--- config.mk ---
export PLATFORM = sky130hd
export DESIGN_NAME = instr_fetch
export DESIGN_NICKNAME = d
export VERILOG_FILES = /design/src/rtl/mips_pkg.sv /design/src/rtl/fetch_fifo.sv /design/src/rtl/instr_fetch.sv
export SDC_FILE = /design/constraint.sdc
export NUM_CORES = 1
export LEC_CHECK = 0
export ABC_AREA = 1
export CAP_MARGIN = 0
export CORE_MARGIN = 2
export CORE_UTILIZATION = 54
export DETAILED_ROUTE_END_ITERATION = 7
export PLACE_DENSITY = 0.84
export SLEW_MARGIN = 20
export SYNTH_ARGS = -nofsm -noshare
export SYNTH_HDL_FRONTEND = slang
export SYNTH_HIERARCHICAL = 1
export SYNTH_SLANG_ARGS = --single-unit
export TNS_END_PERCENT = 10
--- constraint.sdc ---
create_clock -name CLK -period 10.42 [get_ports CLK]
set_input_delay 3.126 -clock CLK [delete_from_list [all_inputs] [get_ports CLK]]
set_output_delay 3.126 -clock CLK [all_outputs]
set_load 0.05 [all_outputs]
--- src/rtl/mips_pkg.sv ---
// Shared MIPS front-end types: machine word, PC increment, default reset vector and
// the {pc, instr} entry carried from fetch to decode.
package mips_pkg;
  typedef logic [31:0] word_t;

  localparam word_t PC_STEP          = 32'd4;
  localparam word_t DEFAULT_RESET_PC = 32'h0000_0000;

  typedef struct packed {
    word_t pc;
    word_t instr;
  } fetch_entry_t;
endpackage

--- src/rtl/fetch_fifo.sv ---
// Synchronous FIFO buffering fetched {pc, instr} entries ahead of decode.
// Flush wins over push/pop in the same cycle; head is valid whenever !empty.
module fetch_fifo #(
  parameter int DEPTH = 2,
  parameter int W     = 64
) (
  input  logic                   clk,
  input  logic                   rst_n,
  input  logic                   push,
  input  logic                   pop,
  input  logic                   flush,
  input  logic [W-1:0]           din,
  output logic                   full,
  output logic                   empty,
  output logic [$clog2(DEPTH):0] count,
  output logic [W-1:0]           head
);
  localparam int AW = $clog2(DEPTH);

  logic [W-1:0]  mem [DEPTH];
  logic [AW-1:0] wr_ptr, rd_ptr;
  logic          do_pop;

  assign do_pop = pop && !empty;
  assign empty  = (count == '0);
  assign full   = (count == (AW+1)'(DEPTH));
  assign head   = mem[rd_ptr];

  always_ff @(posedge clk) begin
    if (!rst_n || flush) begin
      wr_ptr <= '0;
      rd_ptr <= '0;
      count  <= '0;
    end else begin
      if (push)   wr_ptr <= wr_ptr + AW'(1);
      if (do_pop) rd_ptr <= rd_ptr + AW'(1);
      count <= count + (AW+1)'(push) - (AW+1)'(do_pop);
    end
  end

  // Storage needs no reset: nothing reads it while empty.
  always_ff @(posedge clk) begin
    if (push && !flush) mem[wr_ptr] <= din;
  end
endmodule

--- src/rtl/instr_fetch.sv ---
// Fetch stage: owns the PC, issues one imem read per cycle when buffer space allows,
// and delivers {instr, pc} to decode; redirects flush everything younger.
module instr_fetch
  import mips_pkg::*;
#(
  parameter word_t RESET_PC   = DEFAULT_RESET_PC,
  parameter int    IMEM_AW    = 8,
  parameter int    FIFO_DEPTH = 2
) (
  input  logic               CLK,
  input  logic               RST_N,
  output logic               imem_req,
  output logic [IMEM_AW-1:0] imem_addr,
  input  logic [31:0]        imem_rdata,
  input  logic               redirect_valid,
  input  logic [31:0]        redirect_pc,
  output logic               instr_valid,
  output logic [31:0]        instr,
  output logic [31:0]        instr_pc,
  input  logic               instr_ready
);
  localparam int CW = $clog2(FIFO_DEPTH) + 1;

  word_t         fetch_pc, inflight_pc;
  logic          inflight;
  logic          push, pop, flush, full, empty;
  logic [CW-1:0] count;
  logic [CW:0]   budget;
  fetch_entry_t  entry_in, head;

  // Slots already claimed (buffered + outstanding), minus the one leaving this cycle.
  assign budget   = {1'b0, count} + (CW+1)'(inflight) - (CW+1)'(pop);
  assign imem_req = RST_N && !redirect_valid && (budget < (CW+1)'(FIFO_DEPTH));
  assign imem_addr = fetch_pc[IMEM_AW+1:2];

  assign pop   = instr_valid && instr_ready;
  assign flush = redirect_valid;
  // A response landing in a redirect cycle belongs to the old path: drop it.
  assign push  = inflight && !redirect_valid;

  assign entry_in = '{pc: inflight_pc, instr: imem_rdata};

  always_ff @(posedge CLK) begin
    if (!RST_N) begin
      fetch_pc    <= RESET_PC;
      inflight    <= 1'b0;
      inflight_pc <= '0;
    end else if (redirect_valid) begin
      fetch_pc <= redirect_pc & ~32'h3;
      inflight <= 1'b0;
    end else begin
      inflight <= imem_req;
      if (imem_req) begin
        inflight_pc <= fetch_pc;
        fetch_pc    <= fetch_pc + PC_STEP;
      end
    end
  end

  fetch_fifo #(.DEPTH(FIFO_DEPTH), .W($bits(fetch_entry_t))) u_fifo (
    .clk   (CLK),
    .rst_n (RST_N),
    .push  (push),
    .pop   (pop),
    .flush (flush),
    .din   (entry_in),
    .full  (full),
    .empty (empty),
    .count (count),
    .head  (head)
  );

  assign instr_valid = !empty;
  assign instr       = empty ? '0 : head.instr;
  assign instr_pc    = empty ? '0 : head.pc;

  always_ff @(posedge CLK) begin
    if (RST_N) begin
      assert (!(push && full))
        else $error("instr_fetch: push into full fetch FIFO");
    end
  end
endmodule

# Word-level counts from Yosys, hierarchy flattened
# Memory sizes are Yosys's and may differ from the RTL's. A register that Yosys moved wholly into a read port is not among the register bits.
# Cells that the tools add are included.
[totals]
mem_bits_rw = 128
output_inout_bits = 74
mem_count = 1
in_bits = 68
regBits = 69
elab_cells = 40
[classes]
n_addsub = 7
n_lt_le_gt_ge = 1
muxes = 8
n_bitwise = 2
reduce_logical = 14
[mem_list]
columns = ["name", "words", "word_bits", "rd", "rd_ports_with_merged_regs", "write_ports", "line_no", "rtl"]
rows = [
  ["u_fifo.mem", 2, 64, 1, 1, 1, "fetch_fifo.sv:20", "logic [W-1:0] mem [DEPTH];"],
]
[ops]
columns = ["operator", "n"]
rows = [
  ["$mux 32", 4],
  ["$add 32x3->32 const B", 1],
  ["$logic_and 1x1->1", 6],
  ["$mux 1", 4],
  ["$add 2x1->3", 1],
  ["$logic_not 1->1", 3],
  ["$lt 3x2->1 const B", 1],
  ["$sub 3x1->3", 1],
  ["$add 1x1->1 const B", 2],
  ["$add 2x1->2", 1],
  ["$logic_not 2->1", 1],
  ["$not 1->1", 2],
  ["$reduce_and 2->1", 1],
  ["$reduce_bool 2->1", 1],
  ["$reduce_or 2->1", 1],
  ["$sub 2x1->2", 1],
  ["$logic_or 1x1->1", 1],
]

# Longest topological paths before layout
# Gate-level depths: netlist (run 1).
[depth]
word_depth = 8
mapped_depth = 17
depth_no_buf = 15

# By module
# Netlist (run 1), hierarchy kept.
[modules_own_cells]
columns = ["mod", "instances", "area_each_um2", "cells_per_inst", "seq_area_each_um2"]
rows = [
  ["fetch_fifo", 1, 5171.2, 236, 3943.8],
  ["instr_fetch", 1, 3953.8, 684, 1221.2],
]

# Worst setup path before layout (run 1)
# OpenSTA, ideal clock, no wires.
[synth_path]
path_kind = "input to register"
startpoint = "input redirect_valid"
endpoint = "memory u_fifo.mem[1][0] (enable)"
path_buffers = 1
required_time_ns = 9.855
cell_stages = 4
setup_time_ns = 0.565
path_slack_ns = 1.964
arrival_ns = 7.891
cell_sequence = "clkbuf_1 -> nor2_1 -> inv_1 -> nor3_1"
[synth_via]
elab_chain_cells = 5
[synth_rtl]
columns = ["element", "line_no", "rtl"]
rows = [
  ["from (decl)", "instr_fetch.sv:15", "input logic redirect_valid,"],
  ["$logic_not 1->1", "instr_fetch.sv:39", "assign push = inflight && !redirect_valid;"],
  ["$logic_and 1x1->1", "instr_fetch.sv:39", ""],
  ["via push", "instr_fetch.sv:26", "logic push, pop, flush, full, empty;"],
  ["$logic_and 1x1->1", "fetch_fifo.sv:43", "if (push && !flush) mem[wr_ptr] <= din;"],
  ["$mux 1", "fetch_fifo.sv:43", ""],
  ["$mux 1 (not written as such)", "fetch_fifo.sv:43", ""],
  ["to (decl)", "fetch_fifo.sv:20", ""],
]
# The timed path passes the listed nets, and every way through them passes these cells.

# Worst setup path in the final report (run 1)
[layout_path]
startpoint = "input instr_ready"
endpoint = "output imem_req"
[layout_via]
elab_chain_cells = 4
[layout_rtl]
columns = ["element", "line_no", "rtl"]
rows = [
  ["from (decl)", "instr_fetch.sv:20", "input logic instr_ready"],
  ["$logic_and 1x1->1", "instr_fetch.sv:36", "assign pop = instr_valid && instr_ready;"],
  ["via pop", "instr_fetch.sv:26", ""],
  ["$sub 3x1->3", "instr_fetch.sv:32", "assign budget = {1'b0, count} + (CW+1)'(inflight) - (CW+1)'(pop);"],
  ["$lt 3x2->1", "instr_fetch.sv:33", "assign imem_req = RST_N && !redirect_valid && (budget < (CW+1)'(FIFO_DEPTH));"],
  ["$logic_and 1x1->1", "instr_fetch.sv:33", ""],
  ["to (decl)", "instr_fetch.sv:12", "output logic imem_req,"],
]
# The timed path passes the listed nets, and every way through them passes these cells.

==> out/results.ini, run 1 <==
[layout]
layout-drive-gt1-share_pct = 11.43
nNetsFinal = 1119
area_growth_pct = 22.50
insertedDiodeCount = 0
stdcell_area_sq_um = 11170

[timing]
finalHoldViolations = 0
worst_pin_slew_ps = 1025
finalSetupTns_ps = 0
max_freq_ghz = 0.1172
setup_viol = 0
period_minus_slack_ps = 8532
relSlewSlack_pct = 31.22
setup_ws_ps = 1888
hold-worst-slack_ps = 453.4
rsz0062_at_grt = false
period_share_pct = 81.88
skew_ps = 7.031
slew_violations = 0

[drt]
ant_nets = 0
drt_wl_total_mm = 18.52
vias_per_cell = 5.039
initialDrtViolationCount = 449
routed-via-count = 6445
routedWlPerCell_um = 14.48
drtPass1Iterations = 7
drc = 0

[clocking]
cts_htree_levels = 4
numClockSinks = 194
cts_tree = done
postCtsSetupRepairBufs = 0
clk_latency_ps = 420
cts_buffers = 17
postCtsHoldBufs = 0
cts_resized = 0
clock-root-buffer = clkbuf_16
path_clk_slew_ps = 70
clockBufferDepth = 2

[critical_path]
critPathLaunchType = input pin
cpMostUsedCell = nor2_1
cp-end-kind = output port
crit_fanout = 3
reg2reg_slack_ps = 6840
r2r_end = fetch_pc[11]
cp_cell_sequence = clkdlybuf4s50_1, inv_1, nor2_1, ha_1, or2_2, fa_1, nand2_1, nor2_1, nand2_2, inv_2, buf_4
cp.arrival_ps = 5410
crit_slowest_cell = fa_1
cp-startpoint = instr_ready
ff2ff_path_depth = 13
worstReg2RegStart = u_fifo/count[1]
crit_type = input pin to output port
setup.worst_path.end = imem_req
worstPathRequired_ps = 7290
max_stage_delay_ps = 490

[die]
initial_core_util_pct = 55.20
die-area_sq_um = 17950
io_pins = 142
rows = 47
die_y_um = 134.0
fp.coreArea_sq_um = 16520
die_x_um = 134.0

[synthesis]
synthCells = 919
synth_area_sq_um = 9121
yosys_warnings = 6
syn_avg_cell_area_sq_um = 9.925

[place]
gp_congestion = 0.8769
placed_area_sq_um = 10550
place_ws_ps = 1901
io_buffers = 139
hpwlAfterDp_mm = 12.13

[global_routing]
grt_max_degree = 67
antenna_found_initial = 0
grt-ovfl-total = 0
grt_pass1_vias = 6071
grt.total_usage_pct = 20.81
grt_pass1_wl_mm = 29.53

[power]
powerDensity_nw_per_um2 = 149.8
vdd_drop_max_mv = 0.1117
leakage_nw = 4.418
power_w = 0.001673

[job]
maxCapViolations = 0

[run_status]
outcome = finished clean

[min_path]
hold_class = flip-flop to flip-flop

-- cell type report --
cell class	count	area [sq um]
inverter	146	548.0
clock buffer	20	436.7
multi-input combinational	538	3097
sequential	194	5169
timing repair buffer	149	1464
fill	1264	5351
clock inverter	12	183.9
tap	220	275.3
-- layer usage --
layer | vias up | track usage (%) | share of wire (%)
met2 | 204 | 35.75 | 50
li1 | 3212 | - | -
met3 | 16 | 3.477 | 5.7
met4 | 0 | 7.506 | 0.92
met5 | - | 0 | 0
met1 | 3013 | 26.69 | 43
-- state kept, by name, indices dropped and copies added (netlist names), named ones only --
signal and count:
fetch_pc 30, inflight 1, inflight_pc 30, u_fifo/count 2
u_fifo/mem 128, u_fifo/rd_ptr 1, u_fifo/wr_ptr 1
-- stage by stage --
step,util (%),std cells
finish,67.62,1279
global route,67.62,1279
CTS,67.62,1279
detailed placement,63.86,1247
global placement,63.86,1247
floorplan,-,922
-- worst max-delay path, delay by kind of cell --
family	cells	cell delay (ps)
AND/OR/NAND/NOR	5	770
buffers and inverters	4	760
adder cells (fa/ha/maj)	2	750
-- report_power, final --
group          internal, W  switching (W)  total (W)
Clock             0.000404       0.000275   0.000679
Sequential        0.000841      0.0000181   0.000859
Combinational    0.0000568      0.0000786   0.000135
Total              0.00130       0.000372    0.00167
-- cell usage in the layout, fill, tap and decap left out, types with 4 or more instances in the layout --
master and n:
clkinv_4 4, nor2_4 5, clkdlybuf4s50_1 138, edfxtp_1 128
nor2_1 158, a21oi_1 26, o21ai_1 6, nand2_1 147
nand4_1 7, bufinv_16 4, nand3b_1 7, buf_4 11
a31oi_1 4, o21ai_0 26, dfxtp_1 65, conb_1 4
nand3_1 45, clkbuf_16 17, inv_1 143, mux2_4 60
nor3_1 15, ha_1 4, mux2_2 4
-- how the worst min path moves through the flow --
| stage | start | to | cells after the start |
|---|---|---|---|
| detailed placement | inflight_pc[29] | u_fifo/mem[0][61] | 0 |
| finish | inflight_pc[6] | u_fifo/mem[1][38] | 0 |
| CTS | inflight_pc[29] | u_fifo/mem[0][61] | 0 |
| global placement | inflight_pc[15] | u_fifo/mem[0][47] | 0 |
| global route | inflight_pc[12] | u_fifo/mem[1][44] | 0 |
| floorplan | inflight_pc[5] | u_fifo/mem[0][37] | 0 |
No activity file was read; power rests on OpenSTA's default activity.
==> run 2: changes to the inputs <==
--- a/config.mk
+++ b/config.mk
@@ -8,9 +8,9 @@
 export ABC_AREA = 1
 export CAP_MARGIN = 0
 export CORE_MARGIN = 2
-export CORE_UTILIZATION = 54
+export CORE_UTILIZATION = 49
 export DETAILED_ROUTE_END_ITERATION = 7
-export PLACE_DENSITY = 0.84
+export PLACE_DENSITY = 0.81
 export SLEW_MARGIN = 20
 export SYNTH_ARGS = -nofsm -noshare
 export SYNTH_HDL_FRONTEND = slang
==> constraint.sdc (replaced) <==
create_clock -name CLK -period 7.6 [get_ports CLK]
set_input_delay 2.28 -clock CLK [delete_from_list [all_inputs] [get_ports CLK]]
set_output_delay 2.28 -clock CLK [all_outputs]
set_load 0.05 [all_outputs]
==> run 2 against run 1 <==
  * Cell area is essentially flat
  * Sequential share of layout area is essentially flat
  * Cell count grew 0.70%
  * Register-to-register slack lost 2800 ps
  * Largest power group unchanged
  * Clock skew grew 3.3 ps
  * Sequential cell count is the same
==> out/results.ini, run 2 (synthesized netlist as in run 1, its figures left out) <==
[critical_path]
cp-startpoint = instr_ready
max_stage_delay_ps = 490  ; about the same
critPathLaunchType = input pin
crit_family = buffers and inverters
crit_fanout = 6  ; +3
worstReg2RegStart = u_fifo/count[1]
cpMostUsedCell = nor2_1
path_depth = 11  ; unchanged
ff2ff_path_depth = 13  ; unchanged
reg2reg_slack_ps = 4000  ; -2840 ps
cp_cell_sequence = clkdlybuf4s50_1, inv_1, nor2_1, ha_1, or2_2, fa_1, nand2_1, nor2_1, nand2_2, inv_2, buf_12
cp.arrival_ps = 4620  ; -790 ps
setup.worst_path.end = imem_req
r2r_end = fetch_pc[13]
crit_slowest_cell = fa_1
timing.critical_path.buf_inv = 4  ; unchanged
crit_type = input pin to output port
worstPathRequired_ps = 5320  ; -1970 ps
cp-end-kind = output port

[global_routing]
grt_pass1_wl_mm = 30.28  ; +2.6%
antenna_found_initial = 0  ; unchanged
grt-ovfl-total = 0  ; unchanged
grt.total_usage_pct = 19.17  ; -1.6 points
grt_max_degree = 67  ; unchanged
grt_pass1_vias = 6181  ; +1.8%

[timing]
finalHoldViolations = 0  ; unchanged
skew_ps = 10.34  ; +3.311 ps
period_share_pct = 90.78
relSlewSlack_pct = 35.86  ; +4.6 points
worst_pin_slew_ps = 956.2  ; -69.08 ps
setup_viol = 0  ; unchanged
hold-worst-slack_ps = 453.5  ; +0.1370 ps
finalSetupTns_ps = 0  ; unchanged
period_minus_slack_ps = 6899
rsz0062_at_grt = false
slew_violations = 0  ; unchanged
max_freq_ghz = 0.1449

[clocking]
clock-root-buffer = clkbuf_16
cts_buffers = 17  ; unchanged
postCtsHoldBufs = 0  ; unchanged
clk_latency_ps = 420  ; about the same
cts_tree = done
path_clk_slew_ps = 60  ; about the same
clockBufferDepth = 2  ; unchanged
numClockSinks = 194  ; unchanged
cts_resized = 0  ; unchanged
postCtsSetupRepairBufs = 0  ; unchanged
cts_htree_levels = 4  ; unchanged

[layout]
area_growth_pct = 22.46  ; about the same
stdcell_area_sq_um = 11170  ; about the same
top_register = u_fifo/mem
insertedDiodeCount = 0  ; unchanged
final_common_cell = nor2_1
nNetsFinal = 1119  ; unchanged
largest_registers = u_fifo/mem (128), fetch_pc (30), inflight_pc (30)
final_cell_mix = 158 x nor2_1, 147 x nand2_1, 143 x inv_1
largest_register_ff_count = 128  ; unchanged
layout-drive-gt1-share_pct = 11.24  ; -0.19 points

[place]
io_buffers = 139  ; unchanged
placed_area_sq_um = 10580  ; +0.23%
hpwlAfterDp_mm = 12.71  ; +4.8%
gp_congestion = 0.9187  ; +4.8%

[power]
leakage_nw = 4.407  ; -0.26%
powerDensity_nw_per_um2 = 202.5  ; +35%
vdd_drop_max_mv = 0.1483  ; +33%
power_w = 0.002262  ; +35%

[drt]
initialDrtViolationCount = 576  ; +28%
vias_per_cell = 4.986  ; -1.1%
drt_wl_total_mm = 18.32  ; -1.1%
drc = 0  ; unchanged
ant_nets = 0  ; unchanged
routed-via-count = 6422  ; -0.36%
drtPass1Iterations = 5  ; -2
routedWlPerCell_um = 14.22  ; -1.8%

[die]
rows = 49  ; +4.3%
die_y_um = 140.4  ; +4.8%
fp.coreArea_sq_um = 18090  ; +9.4%
die_x_um = 140.4  ; +4.8%
die-area_sq_um = 19720  ; +9.9%
initial_core_util_pct = 50.43  ; -4.8 points
io_pins = 142  ; unchanged

[min_path]
hold_class = flip-flop to flip-flop

[job]
maxCapViolations = 0  ; unchanged

[run_status]
outcome = finished clean

==> run 2: final cells by class <==
type / instances / area (sq um)
flip-flops and latches: 194 / 5169
fillers: 1473 / 6917
inverters: 146 / 548.0
clock buffers: 22 / 444.2
clock inverters: 10 / 148.9
well taps: 229 / 286.5
multi-input cells: 538 / 3097
repair buffers: 149 / 1476
==> run 2: worst min-delay path by stage <==
stage | startpoint | to | cells past startpoint
after floorplan | inflight_pc[5] | u_fifo/mem[0][37] | 0
after CTS | inflight_pc[16] | u_fifo/mem[1][48] | 0
after global placement | inflight_pc[9] | u_fifo/mem[1][41] | 0
after global routing | inflight_pc[11] | u_fifo/mem[1][43] | 0
final | inflight_pc[16] | u_fifo/mem[1][48] | 0
after detailed placement | inflight_pc[23] | u_fifo/mem[1][55] | 0
==> run 2: metal layers <==
layer / GRT usage [%] / wire, um
met1: 25.44 / 8200
met2: 32.46 / 8865
met3: 3.761 / 1135
met4: 4.944 / 116
met5: 0 / 0
==> run 2: where the power goes <==
| part | total (W) | switching, W | internal (W) | leakage [nW] |
|---|---|---|---|---|
| registers | 0.00118 | 0.0000239 | 0.00115 | 1.73 |
| clock network | 0.000900 | 0.000377 | 0.000523 | 0.280 |
| logic | 0.000185 | 0.000107 | 0.0000787 | 2.39 |
| total | 0.00226 | 0.000507 | 0.00175 | 4.41 |
==> run 2: metrics by stage <==
stage	worst slack (ps)	util, %	std cells
after CTS	699.4	61.76	1288
after global routing	572.6	61.76	1288
after detailed placement	720.3	58.48	1256
after floorplan	-10.01	-	922
final	700.6	61.76	1288
after global placement	766.3	58.48	1256
==> run 2: worst reg2reg max path, delay by kind of cell, from the launching register on <==
kind / cells / cell delay [ps]
DFF: 1 / 520
adders and majority gates: 2 / 710
AOI/OAI and AO/OA: 1 / 150
buffers and inverters: 2 / 730
and+or+nand+nor: 8 / 1390
